`src/rtl/pool_pkg.sv`:
```
// Shared constants for the pooling sequencer: ctrl bit positions, FSM state codes
// and kernel encoding.
package pool_pkg;
    localparam int CTRL_PAD   = 6;
    localparam int CTRL_VALID = 5;
    localparam int CTRL_MUX   = 4;
    localparam int CTRL_RFPOP = 3;
    localparam int CTRL_PUSH  = 2;
    localparam int CTRL_POP   = 1;
    localparam int CTRL_SHIFT = 0;

    localparam logic [2:0] ST_IDLE  = 3'd0;
    localparam logic [2:0] ST_POP   = 3'd1;
    localparam logic [2:0] ST_WAIT1 = 3'd2;
    localparam logic [2:0] ST_WAIT2 = 3'd3;
    localparam logic [2:0] ST_TAP   = 3'd4;
    localparam logic [2:0] ST_DRAIN = 3'd5;

    localparam logic KERNEL_2X2 = 1'b0;
    localparam logic KERNEL_3X3 = 1'b1;

    function automatic logic [1:0] kernel_rows(input logic k3);
        return (k3 == KERNEL_3X3) ? 2'd3 : 2'd2;
    endfunction
endpackage

```
`src/rtl/pooling_ctrl_if.sv`:
```
// Scheduler/datapath bus of the pooling sequencer; master is the sequencer itself.
interface pooling_ctrl_if #(
    parameter int ROW_W  = 6,
    parameter int WORD_W = 5,
    parameter int COL_W  = 7
);
    logic              start;
    logic              cfg_k3;
    logic [1:0]        cfg_stride;
    logic [ROW_W-1:0]  cfg_rows;
    logic [WORD_W-1:0] cfg_words;
    logic [COL_W-1:0]  cfg_ocols;
    logic [1:0]        cfg_pad;
    logic              pool_ready;
    logic [6:0]        ctrl;
    logic [2:0]        cfg;
    logic              busy;
    logic              done;

    modport master (
        input  start, cfg_k3, cfg_stride, cfg_rows, cfg_words, cfg_ocols, cfg_pad, pool_ready,
        output ctrl, cfg, busy, done
    );
    modport slave (
        output start, cfg_k3, cfg_stride, cfg_rows, cfg_words, cfg_ocols, cfg_pad, pool_ready,
        input  ctrl, cfg, busy, done
    );
endinterface

```
`src/rtl/pool_ctrl_dly.sv`:
```
// Fixed-latency alignment of the vertical-window ctrl bits: {push, mux, valid}
// trail the tap by TAP_LAT cycles, row_fifo_pop by one. Never stalls.
module pool_ctrl_dly #(
    parameter int TAP_LAT = 2
) (
    input  logic clk,
    input  logic reset,
    input  logic push_i,
    input  logic mux_i,
    input  logic valid_i,
    input  logic rfpop_i,
    output logic push_o,
    output logic mux_o,
    output logic valid_o,
    output logic rfpop_o
);
    logic [TAP_LAT-1:0][2:0] vld_pipe_q;
    logic                    rfpop_q;

    always_ff @(posedge clk or negedge reset) begin
        if (!reset) begin
            vld_pipe_q <= '0;
            rfpop_q    <= 1'b0;
        end else begin
            vld_pipe_q[0] <= {push_i, mux_i, valid_i};
            for (int i = 1; i < TAP_LAT; i++) vld_pipe_q[i] <= vld_pipe_q[i-1];
            rfpop_q <= rfpop_i;
        end
    end

    assign {push_o, mux_o, valid_o} = vld_pipe_q[TAP_LAT-1];
    assign rfpop_o = rfpop_q;
endmodule

```
`src/rtl/pooling_ctrl.sv`:
```
// Pooling sequencer: walks rows/words, emits pop/shift per tap and delayed
// row-FIFO ctrl. Optional pad rows under macro POOL_CTRL_PAD_EN.
module pooling_ctrl
    import pool_pkg::*;
#(
    parameter int NUM_PE  = 4,
    parameter int ROW_W   = 6,
    parameter int WORD_W  = 5,
    parameter int COL_W   = 7,
    parameter int TAP_LAT = 2
) (
    input logic            clk,
    input logic            reset,
    pooling_ctrl_if.master bus
);
    localparam int RW = ROW_W + 2;
    localparam int TW = $clog2(NUM_PE + 1);
    localparam int DW = $clog2(TAP_LAT + 1);

    logic [2:0]        state_q, state_d;
    logic              k3_q, k3_d, busy_q, busy_d, done_q, done_d;
    logic [1:0]        stride_q, stride_d, v_q, v_d;
    logic [ROW_W-1:0]  rows_q, rows_d;
    logic [WORD_W-1:0] words_q, words_d, w_q, w_d;
    logic [COL_W-1:0]  ocols_q, ocols_d, col_q, col_d;
    logic [RW-1:0]     row_q, row_d;
    logic [TW-1:0]     tw_q, tw_d;
    logic [DW-1:0]     dcnt_q, dcnt_d;
    logic [1:0]        pad_q, pad_d;

    logic [RW-1:0] total;
    logic [1:0]    kk;
    logic [TW-1:0] tpw;
    logic          trailing, is_pad, last_col, tap_last_word, last_word, row_end, last_row;
    logic          pop, shift, tap;
    logic          push_dly, mux_dly, valid_dly, rfpop_dly;

    assign kk  = kernel_rows(k3_q);
    assign tpw = (stride_q == 2'd2) ? TW'(NUM_PE / 2) : TW'(NUM_PE);

`ifdef POOL_CTRL_PAD_EN
    assign pad_d  = (state_q == ST_IDLE && bus.start) ? bus.cfg_pad : pad_q;
    assign total  = RW'(rows_q) + RW'({pad_q, 1'b0});
    assign is_pad = (row_q < RW'(pad_q)) || (row_q >= RW'(pad_q) + RW'(rows_q));
`else
    logic unused_pad;
    assign unused_pad = ^{bus.cfg_pad, pad_q};
    assign pad_d  = 2'd0;
    assign total  = RW'(rows_q);
    assign is_pad = 1'b0;
`endif

    // A row is trailing when its vertical group cannot be completed before the last row.
    assign trailing      = (row_q - RW'(v_q) + RW'(kk)) > total;
    assign last_col      = (col_q + COL_W'(1)) == ocols_q;
    assign tap_last_word = (tw_q + TW'(1)) == tpw;
    assign last_word     = (w_q + WORD_W'(1)) == words_q;
    assign row_end       = last_col || (tap_last_word && last_word);
    assign last_row      = (row_q + RW'(1)) == total;

    always_comb begin
        state_d  = state_q;
        k3_d     = k3_q;
        stride_d = stride_q;
        rows_d   = rows_q;
        words_d  = words_q;
        ocols_d  = ocols_q;
        busy_d   = busy_q;
        done_d   = 1'b0;
        row_d    = row_q;
        v_d      = v_q;
        w_d      = w_q;
        tw_d     = tw_q;
        col_d    = col_q;
        dcnt_d   = dcnt_q;
        pop      = 1'b0;
        shift    = 1'b0;
        tap      = 1'b0;
        case (state_q)
            ST_IDLE: if (bus.start) begin
                k3_d     = bus.cfg_k3;
                stride_d = bus.cfg_stride;
                rows_d   = bus.cfg_rows;
                words_d  = bus.cfg_words;
                ocols_d  = bus.cfg_ocols;
                busy_d   = 1'b1;
                row_d    = '0;
                v_d      = '0;
                w_d      = '0;
                tw_d     = '0;
                col_d    = '0;
                // Empty layer: skip the drain wait, done follows one cycle later.
                if (bus.cfg_rows == '0 || bus.cfg_ocols == '0 || bus.cfg_words == '0) begin
                    state_d = ST_DRAIN;
                    dcnt_d  = DW'(TAP_LAT);
                end else begin
                    state_d = ST_POP;
                    dcnt_d  = '0;
                end
            end
            ST_POP: if (bus.pool_ready || is_pad) begin
                pop     = 1'b1;
                state_d = ST_WAIT1;
            end
            ST_WAIT1: state_d = ST_WAIT2;
            ST_WAIT2: state_d = ST_TAP;
            ST_TAP: begin
                tap   = 1'b1;
                shift = !(tap_last_word || row_end);
                tw_d  = tw_q + TW'(1);
                col_d = col_q + COL_W'(1);
                if (row_end) begin
                    col_d = '0;
                    tw_d  = '0;
                    w_d   = '0;
                    if (last_row) begin
                        state_d = ST_DRAIN;
                        dcnt_d  = '0;
                    end else begin
                        state_d = ST_POP;
                        row_d   = row_q + RW'(1);
                        v_d     = ((v_q + 2'd1) == kk) ? 2'd0 : v_q + 2'd1;
                    end
                end else if (tap_last_word) begin
                    tw_d    = '0;
                    w_d     = w_q + WORD_W'(1);
                    state_d = ST_POP;
                end
            end
            ST_DRAIN: if (dcnt_q == DW'(TAP_LAT)) begin
                state_d = ST_IDLE;
                busy_d  = 1'b0;
                done_d  = 1'b1;
            end else begin
                dcnt_d = dcnt_q + DW'(1);
            end
            default: state_d = ST_IDLE;
        endcase
    end

    always_ff @(posedge clk or negedge reset) begin
        if (!reset) begin
            state_q  <= ST_IDLE;
            k3_q     <= 1'b0;
            stride_q <= '0;
            rows_q   <= '0;
            words_q  <= '0;
            ocols_q  <= '0;
            pad_q    <= '0;
            busy_q   <= 1'b0;
            done_q   <= 1'b0;
            row_q    <= '0;
            v_q      <= '0;
            w_q      <= '0;
            tw_q     <= '0;
            col_q    <= '0;
            dcnt_q   <= '0;
        end else begin
            state_q  <= state_d;
            k3_q     <= k3_d;
            stride_q <= stride_d;
            rows_q   <= rows_d;
            words_q  <= words_d;
            ocols_q  <= ocols_d;
            pad_q    <= pad_d;
            busy_q   <= busy_d;
            done_q   <= done_d;
            row_q    <= row_d;
            v_q      <= v_d;
            w_q      <= w_d;
            tw_q     <= tw_d;
            col_q    <= col_d;
            dcnt_q   <= dcnt_d;
        end
    end

    pool_ctrl_dly #(.TAP_LAT(TAP_LAT)) u_dly (
        .clk     (clk),
        .reset   (reset),
        .push_i  (tap && !trailing && (v_q != kk - 2'd1)),
        .mux_i   (tap && (v_q == 2'd0)),
        .valid_i (tap && !trailing && (v_q == kk - 2'd1)),
        .rfpop_i (tap && !trailing && (v_q != 2'd0)),
        .push_o  (push_dly),
        .mux_o   (mux_dly),
        .valid_o (valid_dly),
        .rfpop_o (rfpop_dly)
    );

    assign bus.ctrl = {pop && is_pad, valid_dly, mux_dly, rfpop_dly, push_dly, pop, shift};
    assign bus.cfg  = busy_q ? {k3_q, stride_q} : 3'b000;
    assign bus.busy = busy_q;
    assign bus.done = done_q;
endmodule
```
`src/flat_wrapper.sv`:
```
// flat-port wrapper written by rule: the top's interface ports become plain ports
module pooling_ctrl_flat import pool_pkg::*;
#(
    parameter int NUM_PE  = 4,
    parameter int ROW_W   = 6,
    parameter int WORD_W  = 5,
    parameter int COL_W   = 7,
    parameter int TAP_LAT = 2
)
  (clk, reset, bus_start, bus_cfg_k3, bus_cfg_stride, bus_cfg_rows, bus_cfg_words, bus_cfg_ocols, bus_cfg_pad, bus_pool_ready, bus_ctrl, bus_cfg, bus_busy, bus_done);
  pooling_ctrl_if #(.ROW_W(ROW_W), .WORD_W(WORD_W), .COL_W(COL_W)) bus_i ();
  input logic clk;
  input logic reset;
  input wire logic [$bits(bus_i.start)-1:0] bus_start;
  input wire logic [$bits(bus_i.cfg_k3)-1:0] bus_cfg_k3;
  input wire logic [$bits(bus_i.cfg_stride)-1:0] bus_cfg_stride;
  input wire logic [$bits(bus_i.cfg_rows)-1:0] bus_cfg_rows;
  input wire logic [$bits(bus_i.cfg_words)-1:0] bus_cfg_words;
  input wire logic [$bits(bus_i.cfg_ocols)-1:0] bus_cfg_ocols;
  input wire logic [$bits(bus_i.cfg_pad)-1:0] bus_cfg_pad;
  input wire logic [$bits(bus_i.pool_ready)-1:0] bus_pool_ready;
  output wire logic [$bits(bus_i.ctrl)-1:0] bus_ctrl;
  output wire logic [$bits(bus_i.cfg)-1:0] bus_cfg;
  output wire logic [$bits(bus_i.busy)-1:0] bus_busy;
  output wire logic [$bits(bus_i.done)-1:0] bus_done;
  assign bus_i.start = bus_start;
  assign bus_i.cfg_k3 = bus_cfg_k3;
  assign bus_i.cfg_stride = bus_cfg_stride;
  assign bus_i.cfg_rows = bus_cfg_rows;
  assign bus_i.cfg_words = bus_cfg_words;
  assign bus_i.cfg_ocols = bus_cfg_ocols;
  assign bus_i.cfg_pad = bus_cfg_pad;
  assign bus_i.pool_ready = bus_pool_ready;
  assign bus_ctrl = bus_i.ctrl;
  assign bus_cfg = bus_i.cfg;
  assign bus_busy = bus_i.busy;
  assign bus_done = bus_i.done;
  pooling_ctrl #(.NUM_PE(NUM_PE), .ROW_W(ROW_W), .WORD_W(WORD_W), .COL_W(COL_W), .TAP_LAT(TAP_LAT)) u_core (.clk(clk), .reset(reset), .bus(bus_i));
endmodule
```
`config.mk`:
```
export PLATFORM = sky130hd
export DESIGN_NAME = pooling_ctrl_flat
export DESIGN_NICKNAME = d
export VERILOG_FILES = /design/src/rtl/pool_pkg.sv /design/src/rtl/pooling_ctrl_if.sv /design/src/rtl/pool_ctrl_dly.sv /design/src/rtl/pooling_ctrl.sv /design/src/flat_wrapper.sv
export SDC_FILE = /design/constraint.sdc
export NUM_CORES = 1
export LEC_CHECK = 0
export CAP_MARGIN = 5
export CORE_MARGIN = 1
export CORE_UTILIZATION = 50
export CTS_BUF_LIST = sky130_fd_sc_hd__clkbuf_2
export DETAILED_ROUTE_END_ITERATION = 16
export PLACE_DENSITY_LB_ADDON = 0.15
export SLEW_MARGIN = 40
export SYNTH_ARGS = -nofsm -noshare
export SYNTH_HDL_FRONTEND = slang
export SYNTH_SLANG_ARGS = --single-unit
```
`constraint.sdc`:
```
create_clock -name clk -period 4.3 [get_ports clk]
set_input_delay 0.86 -clock clk [delete_from_list [all_inputs] [get_ports clk]]
set_output_delay 0.86 -clock clk [all_outputs]
set_load 0.03 [all_outputs]
```
Yosys cells after proc, flatten, opt, wreduce, memory -nomap -nowiden:

Cells that the tools add are included.

* add/sub/neg operators: 9
* multiply operators: 0
* divide/modulo/power cells: 0
* magnitude comparators: 1
* equal/unequal tests: 22
* shift operators: 0
* muxes and demuxes: 46
* bitwise logic cells: 0
* reduce and logical (&&, ||, !) cells: 28

Operators by type and width (number)
* $mux 3: 12
* $mux 8: 3
* $mux 2: 9
* $pmux 3 s6: 1
* $pmux 8 s2: 1
* $mux 5: 3
* $mux 7: 2
* $pmux 7 s2: 1
* $pmux 5 s2: 1
* $mux 1: 9
* $add 8x1->8 const B: 1
* $add 8x2->8: 1
* $eq 8x6->1: 1
* $gt 8x6->1: 1
* $ne 2x2->1 const B: 4
* $reduce_and 4->1: 2
* $sub 8x2->8: 1
* $add 7x1->7 const B: 1
* $eq 7x7->1: 1
* $logic_not 7->1: 1
* $eq 3x2->1 const B: 2
* $eq 3x3->1 const B: 2
* $logic_and 1x1->1: 6
* $logic_not 6->1: 1
* 26 further kinds: 39

* register bits after elaboration: 60
* bits in latches: 0
* RAM bits: 0
* ROM bits: 0
* bits of input ports: 27
* output and inout port bits: 12
* logic and storage cells: 123
* memories kept: 0

Longest topological paths before layout:

* depth after elaboration: 8
* mapped depth: 14

Cells and area by module:

A second synthesis with hierarchy kept.

* cells, all modules: 406
* area total of the unflattened synthesis: 3915.0 um2

Modules (own cells, without submodules)
* pooling_ctrl: times used 1, cells each 399, area each 3739.8 um2
* pool_ctrl_dly: times used 1, cells each 7, area each 175.2 um2

Worst setup path after synthesis:

Ideal clock, no wire load.

* path kind: flip-flop to flip-flop
* start: register u_core.v_q[0]
* end: register u_core.u_dly.vld_pipe_q[2] (netlist name)
* library setup time: 147 ps
* arrival time: 2752 ps
* slack: 1401 ps
* stages on the path, launching flop included: 13
* path buffers: 0
* period minus slack after synthesis: 2899 ps
* path through: dfrtp_1 -> ha_1 -> inv_1 -> ha_1 -> fa_1 -> a21o_1 -> a21oi_1 -> xnor2_1 -> ha_1 -> nand2_1 -> nor2_1 -> o311ai_0 -> nor3_1

* word-level cells in the longest chain between the ends: 6

Ends and longest elaborated chain
* start, declared: RTL line pooling_ctrl.sv:22 `logic [1:0] stride_q, stride_d, v_q, v_d;`
* start signal, assigned: RTL line pooling_ctrl.sv:169 `v_q <= v_d;`
* $sub 8x2->8: RTL line pooling_ctrl.sv:54 `assign trailing = (row_q - RW'(v_q) + RW'(kk)) > total;`
* $add 8x2->8: RTL line pooling_ctrl.sv:54
* $gt 8x6->1: RTL line pooling_ctrl.sv:54
* $logic_not 1->1: RTL line pooling_ctrl.sv:180 `.push_i (tap && !trailing && (v_q != kk - 2'd1)),`
* $logic_and 1x1->1: RTL line pooling_ctrl.sv:180
* $logic_and 1x1->1 *: RTL line pooling_ctrl.sv:180
* net u_core.u_dly.push_i: RTL line pool_ctrl_dly.sv:8 `input logic push_i,`
* end, declared: RTL line pool_ctrl_dly.sv:17 `logic [TAP_LAT-1:0][2:0] vld_pipe_q;`

The timed path passes the listed nets; every way through them passes the cells marked *.
A chain may end at the register's enable or synchronous reset.

Worst setup path after layout:

* start: register u_core.col_q[0]
* end: output bus_ctrl[0]

* word-level cells in the longest chain between the ends: 6

Ends and longest elaborated chain
* start, declared: RTL line pooling_ctrl.sv:25 `logic [COL_W-1:0] ocols_q, ocols_d, col_q, col_d;`
* start signal, assigned: RTL line pooling_ctrl.sv:172 `col_q <= col_d;`
* $add 7x1->7: RTL line pooling_ctrl.sv:55 `assign last_col = (col_q + COL_W'(1)) == ocols_q;`
* $eq 7x7->1: RTL line pooling_ctrl.sv:55
* $logic_or 1x1->1: RTL line pooling_ctrl.sv:58 `assign row_end = last_col || (tap_last_word && last_word);`
* $logic_or 1x1->1: RTL line pooling_ctrl.sv:109 `shift = !(tap_last_word || row_end);`
* $logic_not 1->1: RTL line pooling_ctrl.sv:109
* $mux 1: RTL line pooling_ctrl.sv:79 `case (state_q)`
* end, declared: RTL line flat_wrapper.sv:22 `output wire logic [$bits(bus_i.ctrl)-1:0] bus_ctrl;`

Every way passes these cells.

==> results.cfg <==
[floorplan]
io_pins = 39
die_x_um = 88.08
die_y_um = 88.08
start_util = 0.5135
fp.dieArea_um2 = 7758
core_area_um2 = 7214
placementRows = 31

[finish]
register_area_um2 = 1501
synthToLayoutAreaGrowth_pct = 14.39
stdcell_area_um2 = 4238
antenna_cells = 0
drive_above_1_share = 0.1137
final_cells = 521
layout.nets = 471
fill_cells = 655
multi_input_area_um2 = 2013

[timing]
drv_slew = 0
setup_tns_ns = 0
fin_skew_ns = 0.02189
finalSetupViolations = 0
final_hold_viol_count = 0
tightest_slew_ns = 0.8869
fin_crit_ns = 3.916
rsz0062_at_grt = no
fin_crit_sh = 0.9106
timing.hold.ws_ns = 0.2134
max_freq_mhz = 255.4
slew_headroom = 0.4012

[global_routing]
first_global_vias = 2666
grt_max_degree = 49
overflow = 0
grt_pass1_wl_um = 13090
antenna_found_initial = 0
grt_use_total = 0.2241

[power_and_ir_drop]
internal-power_w = 0.001370
switching_share = 0.4091
ir_drop_uv = 276.7
total_power_w = 0.002319
power_leakage_nw = 1.886
p_per_area_nw_per_um2 = 547.2
pwr-share-clk = 0.149
power_switching_w = 0.0009485
p_comb_frac = 0.461
seq_power_share = 0.390

[setup_path]
crit_type = flop to output pin
critical_path.max_fanout = 8
cp-endpoint = bus_ctrl[0]
r2r-start = u_core.k3_q$_DFFE_PN0P_
reg2reg_depth = 13
cp-end-kind = output pin
critPathLaunch = u_core.col_q[0]$_DFFE_PN0P_
worst_setup_path_start_kind = flop
r2r-end = u_core.u_dly.vld_pipe_q[2]$_DFF_PN0_
crit_required_ns = 3.44
r2r_slack_ns = 0.74
critPathArrivalTime_ns = 3.06

[yosys]
ys_seq_elements = 60
ys_types = 55
synth_edf_count = 0
syn_nets = 434
async_reset_ff_frac = 1.000
ys_seq_area_frac = 0.4053
netlist_instances = 381
ys.flop_type = dfrtp_1
avgSynthCellArea_um2 = 9.724
syn_area_um2 = 3705
yosys_warnings = 0

[routing]
viasPerCell = 5.526
drc_errors = 0
wl_per_cell_um = 14.71
route.final.wire_length_um = 7665
vias = 2879
final_antenna_net_count = 0
firstDrtPassIters = 4
drtIter0Drc = 210

[clocking]
clock_path_buffers = 2
clkTransAtPathRegs_ns = 0.19
cts_root_buf = clkbuf_2
cts_hold_buf = 0
numCtsBuffers = 9
cts_tree = done
post_cts_buffers = 0
htree_levels = 3
cts_num_sinks = 60
cts_resized = 0
clock_latency_ns = 0.49

[placed_design]
placedInstanceArea_um2 = 4134
dp_cells = 506
port-buffer-count = 35
dp_hpwl_um = 5639
place_congestion = 0.8641

[flow_run]
cap_violations = 0

[min_path]
holdCritPathClass = input pin to async pin

[run_status]
status = finished, final reports clean
[metal layers]
metal	track usage	vias to the layer above	wire length, µm
met5	0	-	0
met4	0.07918	0	104
met3	0.04053	9	378
met2	0.3277	80	3393
met1	0.3323	1376	3788
li1	-	1414	-
[cell families (layout without fill, tap and decap cells)]
logic type / Yosys count / after routing / synth area share
xor gates and xnor gates: 38 / 38 / 0.08983
buffers and inverters: 43 / 84 / 0.05201
adders and majority gates: 26 / 26 / 0.08983
DFF: 60 / 60 / 0.4053
AOI/OAI and AO/OA: 83 / 83 / 0.1483
muxes: 18 / 18 / 0.05538
other: 1 / 1 / 0.001012
and+or+nand+nor: 112 / 112 / 0.1584
[power groups by stage]
stage	clock network, W	registers [W]	logic [W]
after floorplan	0	0.000854	0.000839
after CTS	0.000355	0.000906	0.00108
final	0.000347	0.000904	0.00107
after global placement	0	0.000911	0.00105
after global routing	0.000381	0.000931	0.00120
after detailed placement	0	0.000920	0.00107
[cells in the mapped netlist, types with 6 or more instances]
master | number | share of area
dfrtp_1 | 60 | 0.41
inv_1 | 28 | 0.028
nand2b_1 | 6 | 0.010
ha_1 | 25 | 0.084
xor2_1 | 13 | 0.031
nor2_1 | 16 | 0.016
nor3_1 | 11 | 0.015
a21oi_1 | 12 | 0.016
buf_4 | 8 | 0.016
nand3_1 | 14 | 0.019
a21o_1 | 6 | 0.012
xnor2_1 | 25 | 0.059
o21ai_0 | 30 | 0.041
clkbuf_1 | 6 | 0.0061
nand2_1 | 34 | 0.034
a22o_1 | 7 | 0.017
mux2_2 | 16 | 0.049
[state kept, by name, indices dropped and copies added (netlist names), 3 cells and up]
register                 flops
u_core.col_q                 7
u_core.ocols_q               7
u_core.row_q                 8
u_core.rows_q                6
u_core.state_q               3
u_core.tw_q                  3
u_core.u_dly.vld_pipe_q      3
u_core.w_q                   5
u_core.words_q               5
[worst min path at each step]
stage                     slack (ns)  cells past startpoint                        endpoint
after floorplan                 0.33                      0    u_core.u_dly.mux_o$_DFF_PN0_
after detailed placement        0.34                      0  u_core.u_dly.valid_o$_DFF_PN0_
after global placement          0.33                      0   u_core.u_dly.push_o$_DFF_PN0_
final                           0.21                      1     u_core.row_q[2]$_DFFE_PN0P_
after global routing            0.20                      1     u_core.row_q[2]$_DFFE_PN0P_
after CTS                       0.20                      1     u_core.row_q[2]$_DFFE_PN0P_
[cells in the final DEF, fill, tap and decap left out, drive strengths merged, types with 2 or more instances in the layout]
| cell | count |
|---|---|
| nor4 | 4 |
| and3 | 4 |
| nand3 | 15 |
| clkinv | 4 |
| o21ai | 32 |
| nor2b | 2 |
| a211o | 2 |
| a21oi | 12 |
| nand2 | 35 |
| nor2 | 16 |
| nand2b | 6 |
| buf | 7 |
| mux2 | 17 |
| o21bai | 2 |
| a31oi | 3 |
| or4 | 3 |
| nor3 | 13 |
| and2 | 3 |
| o211ai | 4 |
| inv | 28 |
| a211oi | 2 |
| o21a | 3 |
| dfrtp | 60 |
| clkdlybuf4s50 | 34 |
| ha | 25 |
| clkbuf | 10 |
| nand3b | 2 |
| a22o | 7 |
| or3 | 3 |
| a21o | 6 |
| xnor2 | 25 |
| nand4 | 4 |
| xor2 | 13 |
[per-stage QoR]
| step | setup WS [ns] | utilization |
|---|---|---|
| floorplan | 1.401 | - |
| global placement | 0.8978 | 0.5730 |
| detailed placement | 0.8082 | 0.5730 |
| CTS | 0.3578 | 0.5874 |
| global route | 0.09636 | 0.5874 |
| finish | 0.3844 | 0.5874 |
[critical path, cell delays in order, from the launching register on]
cell,delay (ns)
dfrtp_1,0.48
ha_1,0.23
nand3_2,0.13
nor2_1,0.20
xnor2_1,0.20
nor4_4,0.11
nor3_2,0.45
clkdlybuf4s50_1,0.78
[layout make-up]
class                           instances  area share
Tap cell                               99     0.02923
Clock inverter                          5     0.01270
Clock buffer                           10     0.01181
Timing Repair Buffer                   41     0.09212
Multi-Input combinational cell        278      0.4751
Sequential cell                        60      0.3543
Inverter                               28     0.02480
Power figures use the tool's default switching activity.
==> RTL edit 1 (same settings) <==
`WORD_W` is set to 5 in 3 places; all go to 10.
--- a/src/rtl/pooling_ctrl_if.sv
+++ b/src/rtl/pooling_ctrl_if.sv
@@ -1,7 +1,7 @@
 // Scheduler/datapath bus of the pooling sequencer; master is the sequencer itself.
 interface pooling_ctrl_if #(
     parameter int ROW_W  = 6,
-    parameter int WORD_W = 5,
+    parameter int WORD_W = 10,
     parameter int COL_W  = 7
 );
     logic              start;
--- a/src/rtl/pooling_ctrl.sv
+++ b/src/rtl/pooling_ctrl.sv
@@ -5,7 +5,7 @@
 #(
     parameter int NUM_PE  = 4,
     parameter int ROW_W   = 6,
-    parameter int WORD_W  = 5,
+    parameter int WORD_W  = 10,
     parameter int COL_W   = 7,
     parameter int TAP_LAT = 2
 ) (
--- a/src/flat_wrapper.sv
+++ b/src/flat_wrapper.sv
@@ -3,7 +3,7 @@
 #(
     parameter int NUM_PE  = 4,
     parameter int ROW_W   = 6,
-    parameter int WORD_W  = 5,
+    parameter int WORD_W  = 10,
     parameter int COL_W   = 7,
     parameter int TAP_LAT = 2
 )
Ports: changed (resized bus_cfg_words); port bits go from 39 to 44. No check against the original RTL was run, so the function may have changed too.
==> RTL edit 1 against the original RTL <==
- area after synthesis is 22% higher
- wire length is 29% higher
- critical endpoint unchanged
- largest power group unchanged
- final area up 20%
- sequential power grew 14%
- total power rose by 13%
- clock power up 25%
- worst setup slack worse by 0.042 ns
- sequential cell count increased by 10
- core utilization is 0.29 points lower
- combinational power grew 9%
==> RTL edit 1: results (changes against the original RTL) <==
Hold Slack 0.2708 ns (+0.05736 ns); GPL Wtd Cong 0.8738 (+1.1%); Min Clock Period, post-route 3.958 ns (+0.04207 ns); register area share after synthesis 38.90% (-1.6 points); clock skew 0.02661 ns (+0.004725 ns); PortBufs 40 (+14%); first-pass GRT wire length 17,030 µm (+30%); GRT met1 Usage 32.01% (-1.2 points); worst rel slew slack 53.84% (+14 points); Distinct cells, synth 57 (+3.6%); vias in the first global route 3,461 (+30%); proportion of synthesized area in mux cells 2.278% (-3.3 points); largest net degree at the start of global routing 37 (-24%); layout cells sized above 1 6.250% (-5.1 points); Routed WL per cell 15.18 µm (+3.2%); fin nets 598 (+27%); filler cell count 797 (+22%); CP startpoint u_core.tw_q[0]; reg-to-reg slack, setup 1.07 ns (+0.33 ns); Power Clock 0.435 mW (+25%); vias per inst 5.617 (+1.6%); Max rail drop VDD 0.0002653 V (-4.1%); Regs by FF count u_core.w_q x10, u_core.words_q x10, u_core.row_q x8; asr flop ratio synth 100.0% (unchanged); Arrival @ worst endpoint 3.10 ns (+0.04 ns); area post-placement 4959 µm² (+20%); leakage power 2.309 nW (+22%); Main synth FF type dfrtp_1; M3 GR Usage 4.118% (+0.066 points); dpl cells 637 (+26%); status finished clean; Synth Area in XOR/XNOR 8.141% (-0.84 points); Routed Wire Length 9898 µm (+29%); M2 GR Usage 35.05% (+2.3 points); Adder-Cell Fraction of Synth Area 7.391% (-1.6 points); Synth area leaders dfrtp_1, nand2_1, ha_1, xnor2_1, a22o_1; GR Util All Layers 22.43% (about the same); post-synthesis average cell area 8.830 µm² (-9.2%); Seq. pwr 1.03 mW (+14%); fraction of the mapped netlist area in compound gates 15.31% (+0.48 points); CP top delay family buffers and inverters; reg-to-reg critical path endpoint u_core.u_dly.rfpop_o; Reg2Reg Depth 13 (unchanged); worst skew pair latency 0.51 ns (+0.02 ns); most instantiated cells after synthesis nand2_1, dfrtp_1, xnor2_1; CP Max Fanout 9 (+1); Synthesized Nets 568 (+31%); DP HPWL 7293 µm (+29%)
-- RTL edit 1: cell count changes in the layout (fill, tap and decap cells not counted), sizes merged, moves of 7 or more --
cell   unedited run  this run
a22o              7        15
dfrtp            60        70
mux2             17         2
mux2i             1         8
nand2            35        96
nor2b             2        11
o21ai            32        22
-- RTL edit 1: layout make-up --
| cell class | count | area [µm²] | share of cell area [%] |
|---|---|---|---|
| multi-input combinational | 386 | 2530 | 49.63 |
| sequential | 70 | 1752 | 34.36 |
| timing repair buffer | 47 | 450.4 | 8.837 |
| tap | 108 | 135.1 | 2.651 |
| inverter | 26 | 97.59 | 1.915 |
| clock inverter | 6 | 87.58 | 1.718 |
| clock buffer | 9 | 45.04 | 0.8837 |
-- RTL edit 1: metal layers --
metal	wire length (µm)	up-vias
met4	87	0
met5	0	-
met1	4834	1754
met2	4568	79
li1	-	1821
met3	408	8
-- RTL edit 1: what timing repair did --
action                                  in CTS  in global routing
endpoints found under the setup margin       0                  1
hold buffers                                 0                  0
gates resized for setup                      0                  1
==> RTL edit 2 (same settings) <==
Without the edit above. Take the reset off `words_q` and load it in a clocked block of its own.
--- a/src/rtl/pooling_ctrl.sv
+++ b/src/rtl/pooling_ctrl.sv
@@ -144,7 +144,6 @@
             k3_q     <= 1'b0;
             stride_q <= '0;
             rows_q   <= '0;
-            words_q  <= '0;
             ocols_q  <= '0;
             pad_q    <= '0;
             busy_q   <= 1'b0;
@@ -160,7 +159,6 @@
             k3_q     <= k3_d;
             stride_q <= stride_d;
             rows_q   <= rows_d;
-            words_q  <= words_d;
             ocols_q  <= ocols_d;
             pad_q    <= pad_d;
             busy_q   <= busy_d;
@@ -172,6 +170,10 @@
             col_q    <= col_d;
             dcnt_q   <= dcnt_d;
         end
+    end
+
+    always_ff @(posedge clk) begin
+        words_q <= words_d;
     end
 
     pool_ctrl_dly #(.TAP_LAT(TAP_LAT)) u_dly (
Check against the original RTL: no difference found for any inputs over 10 cycles, from zero or initial values and one cycle with reset low; that may be too few to reach the edited logic, so the function may still have changed.
==> RTL edit 2 against the original RTL <==
- sequential cell count did not move
- worst setup slack got worse by 0.090 ns
- final area down 1.7%
- area after synthesis fell by 0.61%
- wire length is 4.0% lower
- first-iteration DRC count down 50%
- combinational power fell by 26%
- total power decreased by 17%
==> RTL edit 2: results (changes against the original RTL) <==
Distinct cells, synth 55 (unchanged); first-pass GRT wire length 12,390 µm (-5.4%); total CTS buffers 9 (unchanged); leakage power 1.838 nW (-2.6%); Synthesized Nets 435 (+0.23%); worst skew pair latency 0.49 ns (about the same); asr flop ratio synth 91.67% (-8.3 points); dpl cells 499 (-1.4%); DR vias 2,782 (-3.4%); synth warn 0 (unchanged); ANT cells 0 (unchanged); Worst-Margin Slew 0.7474 ns (-0.1395 ns); H-tree depth 3 (unchanged); fin cells 515 (-1.2%); Hold Slack 0.3091 ns (+0.09567 ns); clock slew at reported path FFs roughly 0.18 ns; DRT iter0 DRCs 105 (-50%); clock skew 0.03110 ns (+0.009206 ns); Clk pwr share 15.1% (+0.2 points); Seq. pwr 0.840 mW (-7.1%); root buffer cell clkbuf_2; min-delay worst type primary input to asynchronous set/reset pin; largest net degree at the start of global routing 35 (-29%); Reg2Reg Depth 13 (unchanged); Pint 1.153 mW (-16%); register area share after synthesis 41.45% (+0.93 points); vias in the first global route 2,642 (-0.90%); fin nets 467 (-0.85%); Main synth FF type dfrtp_1; Max rail drop VDD 0.0003429 V (+24%); most instantiated cells after synthesis dfrtp_1, nand2_1, o21ai_0; Power Clock 0.291 mW (-16%); drt pass-1 iters 5 (+1); post-synthesis average cell area 9.639 µm² (-0.87%); DP HPWL 5565 µm (-1.3%); Regs by FF count u_core.row_q x8, u_core.col_q x7, u_core.ocols_q x7; status finished clean; GR Util All Layers 21.33% (-1.1 points); Arrival @ worst endpoint 3.15 ns (+0.09 ns); area post-placement 4079 µm² (-1.3%); layout cells sized above 1 8.115% (-3.3 points); initial antenna violation count 0 (unchanged); Routed Wire Length 7359 µm (-4.0%); post-CTS setup buffer count 0 (unchanged); CP Max Fanout 9 (+1); filler cell count 627 (-4.3%); Placement Setup Slack 0.8693 ns (+0.06106 ns); clock buffer depth 2 (unchanged); Synth area leaders dfrtp_1, ha_1, xnor2_1, o21ai_0, edfxtp_1; GPL Wtd Cong 0.8456 (-2.1%); Min Clock Period, post-route 4.006 ns (+0.09012 ns); reg-to-reg slack, setup 1.06 ns (+0.32 ns); Post-synth EDFFs 5 (+5)
-- RTL edit 2: critical path, stage by stage (launching register included) --
cell and delay [ns]:
dfrtp_1 0.49, ha_1 0.30, and3_1 0.23, xnor3_1 0.21
nand2_1 0.12, nor4b_4 0.06, buf_4 0.18, nor2_1 0.33
clkdlybuf4s50_1 0.74
-- RTL edit 2: worst paths after layout --
check | start | to
min | reset | u_core.v_q[1]
max in group asynchronous | reset | u_core.ocols_q[3]
max reg2reg | u_core.k3_q | u_core.u_dly.vld_pipe_q[0]
min in group clk | u_core.u_dly.vld_pipe_q[0] | u_core.u_dly.valid_o
min reg2reg | u_core.u_dly.vld_pipe_q[0] | u_core.u_dly.valid_o
max | u_core.col_q[0] | bus_ctrl[0]
-- RTL edit 2: layer usage --
| layer | global-route usage (%) | up-vias | routed length, µm |
|---|---|---|---|
| li1 | - | 1399 | - |
| met1 | 29.17 | 1309 | 3522 |
| met2 | 33.54 | 67 | 3397 |
| met3 | 4.241 | 7 | 363 |
| met4 | 8.048 | 0 | 76 |
| met5 | 0 | - | 0 |
-- RTL edit 2: area by class of cell --
cell class                 instances  area (µm²)  area share [%]
sequential                        60        1526           36.64
timing repair buffer              39       375.4           9.009
clock inverter                     7       42.54           1.021
multi-input combinational        276        1952           46.85
tap                               96       120.1           2.883
clock buffer                       9       45.04           1.081
inverter                          28       105.1           2.523
-- RTL edit 2: kinds of logic after synthesis --
kind of cell    Yosys count  synth area share [%]
compound gates           79                 13.56
simple gates            120                 16.85
flops                    60                 41.45
mux                      13                 3.874
fa+ha+maj                26                 9.038
other cells               1                0.1018
buf+inv                  46                 5.572
xor+xnor                 37                 9.548
